===== src/rtl/axi4_master_pkg.sv =====
// Shared types and constants for the AXI4 burst initiator.
package axi4_master_pkg;

  typedef enum logic [1:0] {
    FIXED = 2'd0,
    INCR  = 2'd1,
    WRAP  = 2'd2
  } burst_e;

  typedef enum logic [2:0] {
    IDLE,
    AW,
    W,
    B,
    AR,
    R,
    DONE
  } state_e;

  localparam logic [1:0] OKAY   = 2'd0;
  localparam logic [1:0] EXOKAY = 2'd1;
  localparam logic [1:0] SLVERR = 2'd2;
  localparam logic [1:0] DECERR = 3'd3;

  // AxSIZE encoding for a full-width beat on a bus of the given bit width.
  function automatic logic [2:0] size_of(input int unsigned width);
    return 3'($clog2(width / 8));
  endfunction

endpackage


===== src/rtl/axi4_if.sv =====
// Minimal AXI4 bus bundle: the five channels with the fields this initiator drives and samples.
interface axi4_if #(
  parameter int AXI_ADDRESS_WIDTH = 32,
  parameter int AXI_DATA_WIDTH    = 32,
  parameter int AXI_ID_WIDTH      = 4
);
  logic [AXI_ID_WIDTH-1:0]       AWID;
  logic [AXI_ADDRESS_WIDTH-1:0]  AWADDR;
  logic [7:0]                    AWLEN;
  logic [2:0]                    AWSIZE;
  logic [1:0]                    AWBURST;
  logic                          AWVALID;
  logic                          AWREADY;

  logic [AXI_DATA_WIDTH-1:0]     WDATA;
  logic [AXI_DATA_WIDTH/8-1:0]   WSTRB;
  logic                          WLAST;
  logic                          WVALID;
  logic                          WREADY;

  logic [AXI_ID_WIDTH-1:0]       BID;
  logic [1:0]                    BRESP;
  logic                          BVALID;
  logic                          BREADY;

  logic [AXI_ID_WIDTH-1:0]       ARID;
  logic [AXI_ADDRESS_WIDTH-1:0]  ARADDR;
  logic [7:0]                    ARLEN;
  logic [2:0]                    ARSIZE;
  logic [1:0]                    ARBURST;
  logic                          ARVALID;
  logic                          ARREADY;

  logic [AXI_ID_WIDTH-1:0]       RID;
  logic [AXI_DATA_WIDTH-1:0]     RDATA;
  logic [1:0]                    RRESP;
  logic                          RLAST;
  logic                          RVALID;
  logic                          RREADY;

  modport master (
    output AWID, AWADDR, AWLEN, AWSIZE, AWBURST, AWVALID,
    input  AWREADY,
    output WDATA, WSTRB, WLAST, WVALID,
    input  WREADY,
    input  BID, BRESP, BVALID,
    output BREADY,
    output ARID, ARADDR, ARLEN, ARSIZE, ARBURST, ARVALID,
    input  ARREADY,
    input  RID, RDATA, RRESP, RLAST, RVALID,
    output RREADY
  );

  modport slave (
    input  AWID, AWADDR, AWLEN, AWSIZE, AWBURST, AWVALID,
    output AWREADY,
    input  WDATA, WSTRB, WLAST, WVALID,
    output WREADY,
    output BID, BRESP, BVALID,
    input  BREADY,
    input  ARID, ARADDR, ARLEN, ARSIZE, ARBURST, ARVALID,
    output ARREADY,
    output RID, RDATA, RRESP, RLAST, RVALID,
    input  RREADY
  );
endinterface


===== src/rtl/axi4_burst_master.sv =====
// Command-driven AXI4 initiator: one read or write burst at a time, data streamed
// through valid/ready ports, one completion pulse per command.
module axi4_burst_master
  import axi4_master_pkg::*;
#(
  parameter int AXI_ADDRESS_WIDTH = 32,
  parameter int AXI_DATA_WIDTH    = 32,
  parameter int AXI_ID_WIDTH      = 4
) (
  input  logic                         ACLK,
  input  logic                         ARESETn,
  input  logic                         cmd_valid,
  output logic                         cmd_ready,
  input  logic                         cmd_write,
  input  logic [AXI_ADDRESS_WIDTH-1:0] cmd_addr,
  input  logic [3:0]                   cmd_len,
  input  logic [1:0]                   cmd_burst,
  input  logic [AXI_ID_WIDTH-1:0]      cmd_id,
  input  logic                         wdat_valid,
  output logic                         wdat_ready,
  input  logic [AXI_DATA_WIDTH-1:0]    wdat_data,
  output logic                         rdat_valid,
  input  logic                         rdat_ready,
  output logic [AXI_DATA_WIDTH-1:0]    rdat_data,
  output logic                         rdat_last,
  output logic                         rsp_valid,
  output logic [1:0]                   rsp_resp,
  output logic                         rsp_err,
  axi4_if.master                       m
);

  localparam logic [2:0] BEAT_SIZE = size_of(AXI_DATA_WIDTH);

  state_e                       state_q, state_d;
  logic [AXI_ADDRESS_WIDTH-1:0] addr_q, addr_d;
  logic [3:0]                   len_q, len_d;
  logic [1:0]                   burst_q, burst_d;
  logic [AXI_ID_WIDTH-1:0]      id_q, id_d;
  logic [3:0]                   cnt_q, cnt_d;
  logic [1:0]                   resp_q, resp_d;
  logic                         err_q, err_d;
  // Held low for the first cycle after reset so cmd_ready reads 0 while ARESETn is asserted.
  logic                         live_q;

  logic aw_valid, w_valid, w_last, b_ready, ar_valid, r_ready;
  logic [AXI_DATA_WIDTH-1:0] w_data;
  logic last_beat;

  assign last_beat = (cnt_q == len_q);

  always_ff @(posedge ACLK) begin
    if (!ARESETn) begin
      state_q <= IDLE;
      addr_q  <= '0;
      len_q   <= '0;
      burst_q <= '0;
      id_q    <= '0;
      cnt_q   <= '0;
      resp_q  <= OKAY;
      err_q   <= 1'b0;
      live_q  <= 1'b0;
    end else begin
      state_q <= state_d;
      addr_q  <= addr_d;
      len_q   <= len_d;
      burst_q <= burst_d;
      id_q    <= id_d;
      cnt_q   <= cnt_d;
      resp_q  <= resp_d;
      err_q   <= err_d;
      live_q  <= 1'b1;
    end
  end

  always_comb begin
    state_d    = state_q;
    addr_d     = addr_q;
    len_d      = len_q;
    burst_d    = burst_q;
    id_d       = id_q;
    cnt_d      = cnt_q;
    resp_d     = resp_q;
    err_d      = err_q;
    cmd_ready  = 1'b0;
    wdat_ready = 1'b0;
    rdat_valid = 1'b0;
    rdat_data  = '0;
    rdat_last  = 1'b0;
    rsp_valid  = 1'b0;
    rsp_resp   = OKAY;
    rsp_err    = 1'b0;
    aw_valid   = 1'b0;
    w_valid    = 1'b0;
    w_data     = '0;
    w_last     = 1'b0;
    b_ready    = 1'b0;
    ar_valid   = 1'b0;
    r_ready    = 1'b0;

    unique case (state_q)
      IDLE: begin
        cmd_ready = live_q;
        if (live_q && cmd_valid) begin
          addr_d  = cmd_addr;
          len_d   = cmd_len;
          burst_d = cmd_burst;
          id_d    = cmd_id;
          cnt_d   = '0;
          resp_d  = OKAY;
          // An illegal WRAP length is flagged up front; the burst still goes out as given.
          err_d   = (cmd_burst == WRAP) && !(cmd_len inside {4'd1, 4'd3, 4'd7, 4'd15});
          state_d = cmd_write ? AW : AR;
        end
      end
      AW: begin
        aw_valid = 1'b1;
        if (m.AWREADY) state_d = W;
      end
      W: begin
        w_valid    = wdat_valid;
        wdat_ready = m.WREADY;
        w_data     = wdat_data;
        w_last     = last_beat;
        if (wdat_valid && m.WREADY) begin
          cnt_d = cnt_q + 4'd1;
          if (last_beat) state_d = B;
        end
      end
      B: begin
        b_ready = 1'b1;
        if (m.BVALID) begin
          resp_d = m.BRESP;
          if (m.BID != id_q) err_d = 1'b1;
          state_d = DONE;
        end
      end
      AR: begin
        ar_valid = 1'b1;
        if (m.ARREADY) state_d = R;
      end
      R: begin
        r_ready    = rdat_ready;
        rdat_valid = m.RVALID;
        rdat_data  = m.RDATA;
        rdat_last  = m.RLAST;
        if (m.RVALID && rdat_ready) begin
          cnt_d = cnt_q + 4'd1;
          if (m.RRESP > resp_d) resp_d = m.RRESP;
          if ((m.RID != id_q) || (m.RLAST != last_beat)) err_d = 1'b1;
          // A responder that ends early also ends the transaction.
          if (last_beat || m.RLAST) state_d = DONE;
        end
      end
      DONE: begin
        rsp_valid = 1'b1;
        rsp_resp  = resp_q;
        rsp_err   = err_q;
        state_d   = IDLE;
      end
      default: state_d = IDLE;
    endcase
  end

  assign m.AWID    = id_q;
  assign m.AWADDR  = addr_q;
  assign m.AWLEN   = {4'd0, len_q};
  assign m.AWSIZE  = aw_valid ? BEAT_SIZE : 3'd0;
  assign m.AWBURST = burst_q;
  assign m.AWVALID = aw_valid;

  assign m.WDATA   = w_data;
  assign m.WSTRB   = (state_q == W) ? '1 : '0;
  assign m.WLAST   = w_last;
  assign m.WVALID  = w_valid;

  assign m.BREADY  = b_ready;

  assign m.ARID    = id_q;
  assign m.ARADDR  = addr_q;
  assign m.ARLEN   = {4'd0, len_q};
  assign m.ARSIZE  = ar_valid ? BEAT_SIZE : 3'd0;
  assign m.ARBURST = burst_q;
  assign m.ARVALID = ar_valid;

  assign m.RREADY  = r_ready;

endmodule


===== src/flat_wrapper.sv =====
// flat-port wrapper written by rule: the top's interface ports become plain ports
module axi4_burst_master_flat import axi4_master_pkg::*;
#(
  parameter int AXI_ADDRESS_WIDTH = 32,
  parameter int AXI_DATA_WIDTH    = 32,
  parameter int AXI_ID_WIDTH      = 4
)
  (ACLK, ARESETn, cmd_valid, cmd_ready, cmd_write, cmd_addr, cmd_len, cmd_burst, cmd_id, wdat_valid, wdat_ready, wdat_data, rdat_valid, rdat_ready, rdat_data, rdat_last, rsp_valid, rsp_resp, rsp_err, m_AWID, m_AWADDR, m_AWLEN, m_AWSIZE, m_AWBURST, m_AWVALID, m_AWREADY, m_WDATA, m_WSTRB, m_WLAST, m_WVALID, m_WREADY, m_BID, m_BRESP, m_BVALID, m_BREADY, m_ARID, m_ARADDR, m_ARLEN, m_ARSIZE, m_ARBURST, m_ARVALID, m_ARREADY, m_RID, m_RDATA, m_RRESP, m_RLAST, m_RVALID, m_RREADY);
  axi4_if #(.AXI_ADDRESS_WIDTH(AXI_ADDRESS_WIDTH), .AXI_DATA_WIDTH(AXI_DATA_WIDTH), .AXI_ID_WIDTH(AXI_ID_WIDTH)) m_i ();
  input  logic ACLK;
  input  logic ARESETn;
  input  logic cmd_valid;
  output logic cmd_ready;
  input  logic cmd_write;
  input  logic [AXI_ADDRESS_WIDTH-1:0] cmd_addr;
  input  logic [3:0] cmd_len;
  input  logic [1:0] cmd_burst;
  input  logic [AXI_ID_WIDTH-1:0] cmd_id;
  input  logic wdat_valid;
  output logic wdat_ready;
  input  logic [AXI_DATA_WIDTH-1:0] wdat_data;
  output logic rdat_valid;
  input  logic rdat_ready;
  output logic [AXI_DATA_WIDTH-1:0] rdat_data;
  output logic rdat_last;
  output logic rsp_valid;
  output logic [1:0] rsp_resp;
  output logic rsp_err;
  output wire logic [$bits(m_i.AWID)-1:0] m_AWID;
  output wire logic [$bits(m_i.AWADDR)-1:0] m_AWADDR;
  output wire logic [$bits(m_i.AWLEN)-1:0] m_AWLEN;
  output wire logic [$bits(m_i.AWSIZE)-1:0] m_AWSIZE;
  output wire logic [$bits(m_i.AWBURST)-1:0] m_AWBURST;
  output wire logic [$bits(m_i.AWVALID)-1:0] m_AWVALID;
  input wire logic [$bits(m_i.AWREADY)-1:0] m_AWREADY;
  output wire logic [$bits(m_i.WDATA)-1:0] m_WDATA;
  output wire logic [$bits(m_i.WSTRB)-1:0] m_WSTRB;
  output wire logic [$bits(m_i.WLAST)-1:0] m_WLAST;
  output wire logic [$bits(m_i.WVALID)-1:0] m_WVALID;
  input wire logic [$bits(m_i.WREADY)-1:0] m_WREADY;
  input wire logic [$bits(m_i.BID)-1:0] m_BID;
  input wire logic [$bits(m_i.BRESP)-1:0] m_BRESP;
  input wire logic [$bits(m_i.BVALID)-1:0] m_BVALID;
  output wire logic [$bits(m_i.BREADY)-1:0] m_BREADY;
  output wire logic [$bits(m_i.ARID)-1:0] m_ARID;
  output wire logic [$bits(m_i.ARADDR)-1:0] m_ARADDR;
  output wire logic [$bits(m_i.ARLEN)-1:0] m_ARLEN;
  output wire logic [$bits(m_i.ARSIZE)-1:0] m_ARSIZE;
  output wire logic [$bits(m_i.ARBURST)-1:0] m_ARBURST;
  output wire logic [$bits(m_i.ARVALID)-1:0] m_ARVALID;
  input wire logic [$bits(m_i.ARREADY)-1:0] m_ARREADY;
  input wire logic [$bits(m_i.RID)-1:0] m_RID;
  input wire logic [$bits(m_i.RDATA)-1:0] m_RDATA;
  input wire logic [$bits(m_i.RRESP)-1:0] m_RRESP;
  input wire logic [$bits(m_i.RLAST)-1:0] m_RLAST;
  input wire logic [$bits(m_i.RVALID)-1:0] m_RVALID;
  output wire logic [$bits(m_i.RREADY)-1:0] m_RREADY;
  assign m_AWID = m_i.AWID;
  assign m_AWADDR = m_i.AWADDR;
  assign m_AWLEN = m_i.AWLEN;
  assign m_AWSIZE = m_i.AWSIZE;
  assign m_AWBURST = m_i.AWBURST;
  assign m_AWVALID = m_i.AWVALID;
  assign m_i.AWREADY = m_AWREADY;
  assign m_WDATA = m_i.WDATA;
  assign m_WSTRB = m_i.WSTRB;
  assign m_WLAST = m_i.WLAST;
  assign m_WVALID = m_i.WVALID;
  assign m_i.WREADY = m_WREADY;
  assign m_i.BID = m_BID;
  assign m_i.BRESP = m_BRESP;
  assign m_i.BVALID = m_BVALID;
  assign m_BREADY = m_i.BREADY;
  assign m_ARID = m_i.ARID;
  assign m_ARADDR = m_i.ARADDR;
  assign m_ARLEN = m_i.ARLEN;
  assign m_ARSIZE = m_i.ARSIZE;
  assign m_ARBURST = m_i.ARBURST;
  assign m_ARVALID = m_i.ARVALID;
  assign m_i.ARREADY = m_ARREADY;
  assign m_i.RID = m_RID;
  assign m_i.RDATA = m_RDATA;
  assign m_i.RRESP = m_RRESP;
  assign m_i.RLAST = m_RLAST;
  assign m_i.RVALID = m_RVALID;
  assign m_RREADY = m_i.RREADY;
  axi4_burst_master #(.AXI_ADDRESS_WIDTH(AXI_ADDRESS_WIDTH), .AXI_DATA_WIDTH(AXI_DATA_WIDTH), .AXI_ID_WIDTH(AXI_ID_WIDTH)) u_core (.ACLK(ACLK), .ARESETn(ARESETn), .cmd_valid(cmd_valid), .cmd_ready(cmd_ready), .cmd_write(cmd_write), .cmd_addr(cmd_addr), .cmd_len(cmd_len), .cmd_burst(cmd_burst), .cmd_id(cmd_id), .wdat_valid(wdat_valid), .wdat_ready(wdat_ready), .wdat_data(wdat_data), .rdat_valid(rdat_valid), .rdat_ready(rdat_ready), .rdat_data(rdat_data), .rdat_last(rdat_last), .rsp_valid(rsp_valid), .rsp_resp(rsp_resp), .rsp_err(rsp_err), .m(m_i));
endmodule

===== config.mk =====
export PLATFORM = sky130hd
export DESIGN_NAME = axi4_burst_master_flat
export DESIGN_NICKNAME = d
export VERILOG_FILES = /design/src/rtl/axi4_master_pkg.sv /design/src/rtl/axi4_if.sv /design/src/rtl/axi4_burst_master.sv /design/src/flat_wrapper.sv
export SDC_FILE = /design/constraint.sdc
export NUM_CORES = 1
export LEC_CHECK = 0
export ABC_AREA = 1
export BUFFER_PORTS_ARGS = -buffer_cell sky130_fd_sc_hd__buf_2
export CAP_MARGIN = 20
export CORE_AREA = 2 2 121 123
export CTS_CLUSTER_SIZE = 20
export DETAILED_ROUTE_END_ITERATION = 10
export DIE_AREA = 0 0 123 125
export SETUP_SLACK_MARGIN = 0.5
export SYNTH_ARGS = -nofsm -noshare
export SYNTH_HDL_FRONTEND = slang
export SYNTH_SLANG_ARGS = --single-unit

===== constraint.sdc =====
create_clock -name ACLK -period 1.9 [get_ports ACLK]
set_input_delay 0.095 -clock ACLK [delete_from_list [all_inputs] [get_ports ACLK]]
set_output_delay 0.095 -clock ACLK [all_outputs]
set_load 0.01 [all_outputs]

==> results.tsv, run 1 <==
metric	value	unit
slew_viol_final	0	
critPathRequiredTime	1800	ps
cts_hold_buf	0	
htree_num_levels	2	
cap_violations	0	
synth_simple_gate_area_frac	0.304	
multi_input_area	2590	µm²
grt_max_degree	36	
crit_slowest_cell	dfxtp_4	
path_common_cell	buf_12	
dieArea	15400	µm²
core	14200	µm²
synth_area	3580	µm²
clk_path_buf_depth	2	
wl_per_cell	15.1	µm
dr.pass1.iters	4	
regArea	1100	µm²
first_global_vias	4203	
drive_gt1_frac	0.675	
final_common_cell	buf_2	
synth_compound_area_frac	0.0978	
final_cell_mix	buf_2 (233), inv_1 (93), buf_6 (81), nand2_1 (67), nor2_4 (66)	
fmax	627	MHz
crit_buf_inv	5	
avgSynthCellArea	6.20	µm²
cpPeakStageDelay	370	ps
rsz0062_at_grt	true	
clock_latency	300	ps
routabilityCongestion	0.807	
insertedDiodeCount	0	
critPathTopFamily	buffers and inverters	
ys_seq_area_frac	0.296	
num-fill-cells	1344	
total_leakage_power	0.00393	µW
tns	0	ps
async_reset_ff_frac	0	
drt-total-wl	16100	µm
relSlewSlack	0.613	
synth_edf_count	0	
synth_cell_types	30	
via_per_inst	4.33	
drc	0	
crit_type	reg2out	
grt_overflow	0	
synthFlopType	dfxtp_1	
synthMuxAreaShare	0	
r2r_slack	320	ps
yosys_warnings	0	
antenna_left	0	
synth_top_family_by_area	simple AND/OR/NAND/NOR gates	
cts_tree	yes	
io_pins	310	
skew	9.67	ps
fin_nets	1015	
grt_pass1_wl	21900	µm
rows	44	
startpoint_type	flop	
synthToLayoutAreaGrowth	108	%
finalCritPeriodShare	0.840	
fin_ws	304	ps
synthXorXnorAreaFrac	0.00734	
synthAdderAreaFrac	0.0140	
cts.sinks	53	
ir_worst_vdd	0.503	mV
numCtsBuffers	5	
antenna_found_initial	0	
ys_seq_elements	53	
cp-end-kind	primary output	
outcome	complete, no violations	
grt_use_total	0.183	
start_util	0.252	
portBuffers	297	
initialDrtViolationCount	118	
finalSetupViolations	0	
worstMarginPinSlew	580	ps
dieWidth	123	µm
cp_data_arrival_time	1500	ps
period_minus_slack	1600	ps
place_ws	231	ps
hold_viol_final	0	
p_per_area	918	nW/µm²
hold_path.class	in2reg	
clkTransAtPathRegs	80	ps
cp_cell_sequence	buf_6 -> nor2_4 -> buf_12 -> buf_12 -> inv_12 -> nor2_1 -> buf_2	
cp_max_fo	8	
synthCells	578	
die_h	125	µm
hpwl	10600	µm
cts_root_buf	clkbuf_16	
vias	4616	
per-stage QoR:
| stage | utilization | cell area [µm²] | hold slack (ps) | std cells | total power, µW |
|---|---|---|---|---|---|
| 3_5_place_dp | 0.341 | 4850 | 351 | 997 | 3660 |
| 6_report | 0.524 | 7440 | 38.7 | 1066 | 6830 |
| 2_1_floorplan | - | 3640 | 123 | 589 | 3030 |
| 4_1_cts | 0.436 | 6190 | 30.9 | 1054 | 5950 |
| 3_3_place_gp | 0.341 | 4850 | 344 | 997 | 3660 |
| 5_1_grt | 0.524 | 7440 | 39.7 | 1066 | 7220 |
flip-flops by register name, summed over array words and instances, names as in the netlist:
name / count
u_core.m.ARADDR: 32
u_core.err_q: 1
u_core.state_q: 3
u_core.live_q: 1
u_core.resp_q: 2
u_core.len_q: 4
u_core.cnt_q: 4
u_core.m.ARID: 4
u_core.m.ARBURST: 2
timing repair:
item                       CTS  global route
setup buffers               35             9
setup endpoints to repair  130           135
cloned                      14             3
pin swaps                   18            50
resized for setup          166           283
area by class of cell:
class	instances	share of cell area
Sequential cell	53	0.147
Clock inverter	2	0.00522
Clock buffer	6	0.0173
Multi-Input combinational cell	346	0.349
Timing Repair inverter	6	0.0111
Tap cell	184	0.0310
Inverter	108	0.0589
Timing Repair Buffer	361	0.380
final timing paths:
check,start,to,cells after the start
hold reg to reg,u_core.resp_q[1],u_core.resp_q[1],2
setup / recovery,u_core.state_q[0],m_WDATA[11],7
setup reg to reg,u_core.cnt_q[0],u_core.err_q,13
hold / removal,cmd_addr[20],u_core.m.ARADDR[20],3
power breakdown:
group          leakage [µW]  switching (µW)  internal [µW]
sequential         0.000439             177           1290
combinational       0.00341            2230           2060
clock             0.0000815             445            629
synth_stat cells (2+ instances only):
master,number,area [µm²]
ha_1,4,50.1
nor2_2,5,31.3
nor2_1,97,364
buf_6,6,67.6
nand2_2,3,18.8
inv_2,5,18.8
nand4_1,4,25.0
dfxtp_1,53,1060
buf_4,60,450
nand3_1,12,60.1
clkbuf_1,7,26.3
buf_2,9,45.0
xor2_1,2,17.5
nand3_2,3,30.0
a21oi_1,49,245
o21ai_0,13,65.1
nand2_1,132,495
inv_1,102,383
layer usage:
layer	up-vias	routed length, µm	track usage
met5	-	0	0
met4	0	292	0.0421
met3	23	1110	0.0319
met2	196	9000	0.363
met1	2145	5660	0.196
li1	2252	-	-
logic make-up (layout without fill, tap and decap cells):
| kind of cell | after synthesis | after routing |
|---|---|---|
| adder cells (fa/ha/maj) | 4 | 4 |
| buffers and inverters | 190 | 483 |
| AO/OA/AOI/OAI | 66 | 66 |
| AND/OR/NAND/NOR | 261 | 261 |
| flip-flops | 53 | 53 |
| other | 1 | 12 |
| XOR/XNOR | 3 | 3 |
worst min-delay path, cell delays in order:
cell     delay, ps
buf_2          100
nand2_2         60
a21oi_2         40
Note: power is estimated with default switching activity, not from simulation.
==> inputs of run 2 (changes only) <==
- clock period: 1.9 -> 1.3 ns (I/O delays scaled with it)
==> run 2 against run 1 <==
Against the previous run: the flow now finishes with violations (negative setup slack); critical path depth increased by 1; via count increased by 6.4%; final cell count increased by 6.0%; core utilization increased by 11 points; wire length increased by 11%; combinational power increased by 77%; worst hold slack got worse by 34 ps; first-iteration DRC count decreased by 10%; highest routed layer unchanged; clock skew increased by 2.0 ps; register-to-register slack got worse by 610 ps; largest cell class unchanged; count of clock-buffer cells in the layout decreased by 1.
==> results.tsv, run 2 (synthesis gave the netlist of run 1 again) <==
metric	value	unit
hold_path.class	in2reg	
top_layer_used	met4	
finalSetupViolations	136	
io_pins	310	
min_path_cells	3	
rsz0062_at_grt	true	
r2r_cells	13	
total_leakage_power	0.00438	µW
route.met2.wl	9790	µm
place_inst	1038	
failed_checks	negative setup slack	
fin_ws	-344	ps
grt_pass1_wl	23500	µm
cts_tree	yes	
core	14200	µm²
initialDrtViolationCount	106	
final_util	0.630	
grt_use_total	0.196	
r2r_slack	-290	ps
slew_viol_final	0	
cap_violations	0	
dr_wl_met3	1500	µm
p_per_area	1250	nW/µm²
hpwl	10600	µm
largest_reg_flops	32	
wl_per_cell	15.8	µm
finalCritPeriodShare	1.26	
critPathRequiredTime	1240	ps
holdCritStartpoint	cmd_addr[6]	
rows	44	
drc	0	
skew	11.6	ps
clk_path_buf_depth	2	
final_cell_mix	buf_6 (196), buf_2 (134), inv_1 (94), nor2_4 (83), nand2_1 (78)	
startpoint_type	flop	
clock_latency	300	ps
antenna_found_initial	2	
hold_end	u_core.m.ARADDR[6]	
die_h	125	µm
drt-total-wl	17800	µm
cp-end-kind	primary output	
routabilityCongestion	0.824	
grt_overflow	0	
cp_max_fo	5	
htree_num_levels	2	
cts_root_buf	clkbuf_16	
vias	4913	
hold_viol_final	0	
start_util	0.252	
dieArea	15400	µm²
dr.pass1.iters	4	
final_common_cell	buf_6	
fmax	608	MHz
period_minus_slack	1640	ps
outcome	finished, violations left	
ir_worst_vdd	0.621	mV
final_cells	1130	
first_global_vias	4727	
r2r_end	u_core.state_q[1]	
reg2reg_from	u_core.len_q[3]	
cts.sinks	53	
cp_data_arrival_time	1580	ps
wl_met1	5980	µm
numCtsBuffers	5	
fin_nets	1077	
antenna_left	0	
via_per_inst	4.35	
crit_type	reg2out	
finalPower	11200	µW
synthToLayoutAreaGrowth	150	%
clkTransAtPathRegs	80	ps
dieWidth	123	µm
portBuffers	297	
drive_gt1_frac	0.717	
grt_max_degree	34	
tns	-28950	ps
## run 2: cell types whose count changed in the layout (fill, tap and decap cells not counted), sizes merged
| cell | delta |
|---|---|
| bufinv | -1 |
| dlygate4sd3 | +21 |
| diode | +2 |
| inv | -5 |
| clkinv | +1 |
| buf | +46 |
## run 2: worst max path at each step
stage / startpoint / to / cells after the start
global route: u_core.cnt_q[3] / u_core.state_q[1] / 13
CTS: u_core.len_q[2] / u_core.err_q / 13
floorplan: u_core.len_q[3] / u_core.err_q / 13
finish: u_core.state_q[1] / rdat_data[26] / 8
global placement: u_core.cnt_q[3] / u_core.err_q / 13
detailed placement: u_core.cnt_q[3] / u_core.err_q / 13
## run 2: area by class of cell
cell class	instances	area (µm²)
fill	1074	5250
multi-input combinational	346	2710
timing repair buffer	429	4240
inverter	108	438
clock buffer	5	125
sequential	53	1190
clock inverter	3	20.0
antenna	2	5.00
tap	184	230
## run 2: layer usage
layer  GRT usage  vias up
li1            -     2385
met3      0.0543       35
met1       0.188     2267
met2       0.387      226
met5           0        -
met4      0.0702        0
## run 2: worst max-delay path: stages, from the launching register on
cell and delay, ps:
dfxtp_4 360, buf_12 140, clkinv_8 40, nand3_4 80
buf_12 160, buf_12 130, buf_16 130, nor2_4 130
buf_6 110
## run 2: where the power goes
part / switching, µW / internal [µW]
logic: 3530 / 4050
clock network: 651 / 721
registers: 292 / 1900
## run 2: repair_timing
item	4_1_cts	5_1_grt
setup endpoints to repair	220	220
gates cloned	10	4
setup buffers	25	22
hold buffers	21	0
gates resized for setup	260	189
hold endpoints to repair	21	0
pin swaps	19	55
## run 2: stage by stage
stage | setup WS (ps) | area, µm² | hold slack [ps]
2_1_floorplan | -197 | 4420 | 92.7
3_3_place_gp | -261 | 5870 | 316
3_5_place_dp | -315 | 5870 | 317
4_1_cts | -303 | 7980 | 0.269
5_1_grt | -423 | 8950 | 2.05
6_report | -344 | 8950 | 4.98
